===== config.mk =====
export PLATFORM = sky130hd
export DESIGN_NAME = cordic_pipe_reg
export DESIGN_NICKNAME = d
export VERILOG_FILES = /design/src/rtl/cordic_pipe_reg.sv
export SDC_FILE = /design/constraint.sdc
export NUM_CORES = 1
export LEC_CHECK = 0
export ABC_AREA = 0
export CORE_MARGIN = 2
export CORE_UTILIZATION = 30
export CTS_CLUSTER_DIAMETER = 80
export DETAILED_ROUTE_END_ITERATION = 16
export DONT_BUFFER_PORTS = 1
export SLEW_MARGIN = 20
export SYNTH_ARGS = -nofsm -noshare
export SYNTH_HDL_FRONTEND = slang
export SYNTH_SLANG_ARGS = --single-unit

===== constraint.sdc =====
create_clock -name clk -period 2.2 [get_ports clk]
set_input_delay 0.11 -clock clk [delete_from_list [all_inputs] [get_ports clk]]
set_output_delay 0.11 -clock clk [all_outputs]
set_load 0.02 [all_outputs]

===== src/rtl/cordic_pipe_reg.sv =====
// Elastic multi-stage pipeline register for the CORDIC datapath.
// Valid/ready handshake with global freeze code, synchronous flush and occupancy count.
module cordic_pipe_reg #(
    parameter int unsigned width = 32,
    parameter int unsigned lanes = 2,
    parameter int unsigned depth = 3
) (
    input  logic                         clk,
    input  logic                         rst_n,
    input  logic [3:0]                   sel,
    input  logic                         flush,
    input  logic                         in_valid,
    output logic                         in_ready,
    input  logic [lanes*width-1:0]       in_data,
    output logic                         out_valid,
    input  logic                         out_ready,
    output logic [lanes*width-1:0]       out_data,
    output logic [$clog2(depth+1)-1:0]   count
);

    localparam int unsigned cw = $clog2(depth + 1);
    localparam int unsigned dw = lanes * width;

    logic             run;
    logic [depth-1:0] v;
    logic [depth-1:0] v_nxt;
    logic [depth-1:0] adv;
    logic [depth-1:0] src_v;
    logic [dw-1:0]    d     [depth];
    logic [dw-1:0]    src_d [depth];

    function automatic logic [cw-1:0] popcnt(input logic [depth-1:0] x);
        logic [cw-1:0] c;
        c = '0;
        for (int unsigned i = 0; i < depth; i++) begin
            c = c + cw'(x[i]);
        end
        return c;
    endfunction

    assign run = (sel == 4'd0) && !flush;

    // adv[k] = run && (!v[k] || adv[k+1]) unrolled as: stage k may move unless
    // every stage from k to the output is full and the output is stalled.
    always_comb begin : adv_chain
        logic tail_full;
        adv       = '0;
        tail_full = 1'b1;
        for (int unsigned i = 0; i < depth; i++) begin
            tail_full          = tail_full & v[depth-1-i];
            adv[depth-1-i]     = run && (out_ready || !tail_full);
        end
    end

    always_comb begin
        v_nxt = v;
        if (flush) begin
            v_nxt = '0;
        end else begin
            for (int unsigned k = 0; k < depth; k++) begin
                if (adv[k]) begin
                    v_nxt[k] = src_v[k];
                end
            end
        end
    end

    always_ff @(posedge clk or negedge rst_n) begin
        if (!rst_n) begin
            v     <= '0;
            count <= '0;
        end else begin
            v     <= v_nxt;
            count <= popcnt(v_nxt);
        end
    end

    for (genvar k = 0; k < depth; k++) begin : g_stage
        logic [dw-1:0] d_q;

        if (k == 0) begin : g_head
            assign src_v[k] = in_valid;
            assign src_d[k] = in_data;
        end else begin : g_body
            assign src_v[k] = v[k-1];
            assign src_d[k] = d[k-1];
        end

        // Data only moves with a valid beat; empty stages keep stale contents.
        always_ff @(posedge clk or negedge rst_n) begin
            if (!rst_n) begin
                d_q <= '0;
            end else if (adv[k] && src_v[k]) begin
                d_q <= src_d[k];
            end
        end

        assign d[k] = d_q;
    end

    assign in_ready  = adv[0];
    assign out_valid = v[depth-1] && (sel == 4'd0);
    assign out_data  = d[depth-1];

endmodule

# ---- After elaboration in Yosys (flattened, before gate mapping)
# Cells that the tools add are included.
dict set report classes {
  n_addsub 2
  n_mux 4
  bitwise_logic 2
  n_reduce_logical 16
}
# operator count
set op_table {}
lappend op_table {{1-bit logical AND} 8}
lappend op_table {{1-bit logical NOT} 4}
lappend op_table {{4-bit logical NOT} 1}
lappend op_table {{1-bit logical OR} 3}
lappend op_table {{1-bit 2-to-1 mux} 3}
lappend op_table {{3-bit 2-to-1 mux} 1}
lappend op_table {{1-bit by 1-bit adder with 2-bit output} 1}
lappend op_table {{2-bit by 1-bit adder with 2-bit output} 1}
lappend op_table {{1-bit bitwise AND} 2}
dict set report word_totals {
  input_bits 73
  out_inout_bits 68
  wordCells 29
  regBits 197
}

# ---- Depth between registers and ports, before layout
dict set report logic_depth {
  depth_word 9
  depth_mapped 4
  mapped_depth_nobuf 4
}

# ---- Worst setup path after synthesis
# No wires, ideal clock.
dict set report synth_timing {
  kind {register to register}
  startpoint {register v[1]}
  endpoint {register g_stage[0].d_q[10]}
  required_ps 2075
  period_less_slack_ps 1626
  n_path_buf 1
  arrival_ps 1502
  stages_incl_launch_ff 5
  setup_slack_ps 574
  setup_ps 125
  cell_sequence {dfrtp_1 nand3b_1 o2111ai_2 buf_2 mux2_2}
}
dict set report synth_between {
  elab_chain_cells 6
}
# element line
set synth_rtl {}
lappend synth_rtl {{from (decl)} 25} ;# logic [depth-1:0] v;
lappend synth_rtl {{from (signal assigned)} 73} ;# v <= v_nxt;
lappend synth_rtl {{1-bit bitwise AND (2 in series)} 50} ;# tail_full = tail_full & v[depth-1-i];
lappend synth_rtl {{1-bit logical NOT} 51} ;# adv[depth-1-i] = run && (out_ready || !tail_full);
lappend synth_rtl {{1-bit logical OR} 51}
lappend synth_rtl {{1-bit logical AND} 51}
lappend synth_rtl {{1-bit logical AND} 93} ;# end else if (adv[k] && src_v[k]) begin
lappend synth_rtl {{to (signal assigned)} 94} ;# d_q <= src_d[k];
lappend synth_rtl {{to (decl)} 79} ;# logic [dw-1:0] d_q;
# No other way between the ends.
# A chain may end at the register's enable or synchronous reset.

# ---- Worst setup path in the final report
dict set report layout_timing {
  startpoint {register v[1]}
  endpoint {register count[0]}
}
dict set report layout_between {
  elab_chain_cells 9
  elab_cells_between_ends 14
  cone_classes {add/sub: 2; mux: 4; bitwise: 2; reduce/logical: 6}
}
# element line
set layout_rtl {}
lappend layout_rtl {{1-bit bitwise AND (2 in series)} 50}
lappend layout_rtl {{1-bit logical NOT} 51}
lappend layout_rtl {{1-bit logical OR} 51}
lappend layout_rtl {{1-bit logical AND} 51}
lappend layout_rtl {{1-bit 2-to-1 mux} 61} ;# if (adv[k]) begin
lappend layout_rtl {{3-bit 2-to-1 mux} 57} ;# if (flush) begin
lappend layout_rtl {{net v_nxt[0]} 26} ;# logic [depth-1:0] v_nxt;
lappend layout_rtl {{1-bit by 1-bit adder with 2-bit output} 36} ;# c = c + cw'(x[i]);
lappend layout_rtl {{2-bit by 1-bit adder with 2-bit output} 36}
lappend layout_rtl {{to (signal assigned)} 74} ;# count <= popcnt(v_nxt);
lappend layout_rtl {{to (decl)} 18} ;# output logic [$clog2(depth+1)-1:0] count
# The timed path passes the listed nets, and every way through them passes these cells.

==> reports/qor.tcl <==
set qor(initial_core_utilization_pct) 30.3
set qor(cts-resized-gates) 0
set qor(clock_insertion_delay_worst_skew_ns) 0.43
set qor(drive_gt1_share_pct) 45.8
set qor(seq_area_mm2) 0.00493
set qor(antennaDiodeCount) 0
set qor(drtAntennaViolNets) 0
set qor(clock-skew-final_ns) 0.0241
set qor(timing.critical_path.cells) {nand3b_1, nand3_1, a32o_1, fa_1}
set qor(clock_tree_from_tritoncts) {built}
set qor(crit_path_category) {reg -> reg}
set qor(worst-r2r-cell-count) 4
set qor(gp_congestion) 0.701
set qor(status) {finished with violations}
set qor(timing.critical_path.to_type) {register}
set qor(syn-cell-area_mm2) 0.00733
set qor(port-buffer-count) 0
set qor(grt_use_total_pct) 11.7
set qor(synth_top_area_share_pct) 67.2
set qor(finalHoldViolations) 197
set qor(die_h_um) 160
set qor(worst_hold_slack_ns) -0.622
set qor(routedWlPerCell_um) 17.1
set qor(cts_root_buf) {sky130_fd_sc_hd__clkbuf_16}
set qor(num-nets-final) 573
set qor(timing.hold.worst.class) {in -> async}
set qor(clock_sinks) 197
set qor(layout_commonest_cell) {sky130_fd_sc_hd__dfrtp_1}
set qor(cp_max_fo) 4
set qor(finalMaxSlewViolations) 0
set qor(drt_pre_antenna_iters) 4
set qor(r2r-end) {count[0]}
set qor(rr_startpoint) {v[1]}
set qor(cts-htree-levels) 4
set qor(cp_slowest_stage_delay_ns) 0.50
set qor(ff2ff_setup_slack_ns) 0.41
set qor(grt_pass1_wl_mm) 23.3
set qor(synth_area_leaders) {sky130_fd_sc_hd__dfrtp_1 67%, sky130_fd_sc_hd__mux2_2 29%, sky130_fd_sc_hd__clkbuf_1 0.61%}
set qor(finalCriticalPeriod_ns) 1.79
set qor(cts-buffers-inserted) 17
set qor(critical-path-slowest-cell) {sky130_fd_sc_hd__fa_1}
set qor(count_of_hold_fix_buffers_inserted_at_cts) 66
set qor(multi_input_area_mm2) 0.00235
set qor(grt_setup_unrepaired) {false}
set qor(std_cell_rows) 57
set qor(totalNegativeSetupSlack_ns) 0
set qor(ys.warnings.count) 0
set qor(drt_first_iter_violations) 154
set qor(synth.net_count) 499
set qor(path_clk_slew_ns) 0.07
set qor(final_util_pct) 37.4
set qor(synth.lib_cells_used.distinct) 16
set qor(avgSynthCellArea_um2) 17.3
set qor(transition_time_of_the_tightest_slew_check_pin_ns) 0.516
set qor(layout_common_cells) {197 x sky130_fd_sc_hd__dfrtp_1, 192 x sky130_fd_sc_hd__mux2_2, 66 x sky130_fd_sc_hd__dlygate4sd3_1, 17 x sky130_fd_sc_hd__clkbuf_16, 4 x sky130_fd_sc_hd__buf_4}
set qor(maxSlewHeadroom_pct) 65.6
set qor(post-dp-hpwl_mm) 8.96
set qor(design.core.area_mm2) 0.0242
set qor(final.fill_count) 2220
set qor(postCtsSetupRepairBufs) 0
set qor(cts.path.max_buffers) 2
set qor(floorplan.io_pins) 141
set qor(max_cap_viol_count) 0
set qor(worst_setup_path_start_kind) {register}
set qor(grt_start_max_net_pins) 198
set qor(post_synth_inst_count) 425
set qor(ys_seq_area_share_pct) 67.2
set qor(max_fclk_mhz) 558
set qor(power_density_mw_per_mm2) 833
set qor(setup-violations-final) 0
set qor(yosysTopAreaCell) {sky130_fd_sc_hd__dfrtp_1}
set qor(power.leakage_nw) 4.44
set qor(grt_antenna_before_repair) 0
set qor(width_of_the_die_um) 160
set qor(number_of_global_route_vias_before_repair) 4335
set qor(violations) {negative hold slack}
set qor(synth.ff_latch_count) 197
set qor(via_count) 3777
set qor(vias_per_cell) 4.52
set qor(grt.overflow.total) 0
set qor(irDropWorstVdd_mv) 0.393
set qor(area_growth_pct) 23.4
set qor(postRouteWirelength_mm) 14.3
set qor(finalCritPeriodShare_pct) 81.5
set qor(cp_data_arrival_time_ns) 2.07
set qor(dieArea_mm2) 0.0257
set qor(drc) 0
set qor(cp.required_ns) 2.48
-- critical path: cells and delay by family, from the launching register on --
family	cells	cell delay (ns)
simple gates	2	0.41
fa+ha+maj	1	0.50
flops	1	0.44
compound gates	1	0.32
-- kinds of logic after synthesis --
logic type      count (synthesis)  synth area share [%]
flops                         197                  67.2
mux                           192                  29.5
buf+inv                        20                  1.13
simple gates                   10                  1.19
compound gates                  5                 0.716
fa+ha+maj                       1                 0.273
-- cell usage after synthesis (all sizes together) --
cell type    n
a32o         3
and2         2
buf          6
clkbuf      12
dfrtp      197
fa           1
inv          2
mux2       192
nand2b       1
nand3        3
nand3b       1
nand4        2
nor4         1
o2111ai      1
o21a         1
-- how the worst max path moves through the flow --
stage,from,endpoint,cells after the start
floorplan,v[1],g_stage[0].d_q[10],4
global placement,v[1],g_stage[0].d_q[61],4
CTS,v[1],count[0],4
finish,v[1],count[0],4
global route,v[1],g_stage[0].d_q[50],4
detailed placement,v[1],count[0],4
-- report_power, final --
| part | leakage [nW] | total [mW] | internal [mW] | switching, mW |
|---|---|---|---|---|
| Clock | 0.297 | 3.19 | 1.85 | 1.34 |
| Sequential | 2.68 | 3.98 | 3.87 | 0.118 |
| Combinational | 1.47 | 0.360 | 0.264 | 0.0955 |
-- layer usage --
| metal | wire length, µm | share of wire [%] | GRT usage [%] | vias up |
|---|---|---|---|---|
| met5 | 0 | 0 | 0 | - |
| met4 | 217 | 1.5 | 4.79 | 0 |
| met3 | 748 | 5.2 | 3.90 | 12 |
| met2 | 7520 | 53 | 20.3 | 91 |
| met1 | 5760 | 40 | 13.2 | 2015 |
| li1 | - | - | - | 1659 |
-- area by class of cell --
cell class	instances	share of cell area, %
tap	324	4.48
multi-input combinational	208	26.0
timing repair buffer	73	8.30
sequential	197	54.5
clock inverter	11	1.63
inverter	2	0.0830
clock buffer	20	5.05
-- registers in the layout (all words and copies together) (netlist names) --
signal / flops
g_stage.d_q: 128
v: 3
out_data: 64
count: 2
-- stage by stage --
| stage | hold WS, ns | setup slack, ns | area, µm² | instances | power (mW) |
|---|---|---|---|---|---|
| 6_report | -0.622 | 0.406 | 9050 | 835 | 7.54 |
| 5_1_grt | -0.655 | 0.325 | 9050 | 835 | 7.89 |
| 4_1_cts | -0.638 | 0.399 | 9050 | 835 | 7.67 |
| 3_5_place_dp | -0.181 | 0.424 | 7780 | 738 | 4.32 |
| 3_3_place_gp | -0.181 | 0.493 | 7780 | 738 | 4.28 |
| 2_1_floorplan | -0.186 | 0.574 | 7330 | 425 | 4.24 |
No activity file was read; power rests on OpenSTA's default activity.
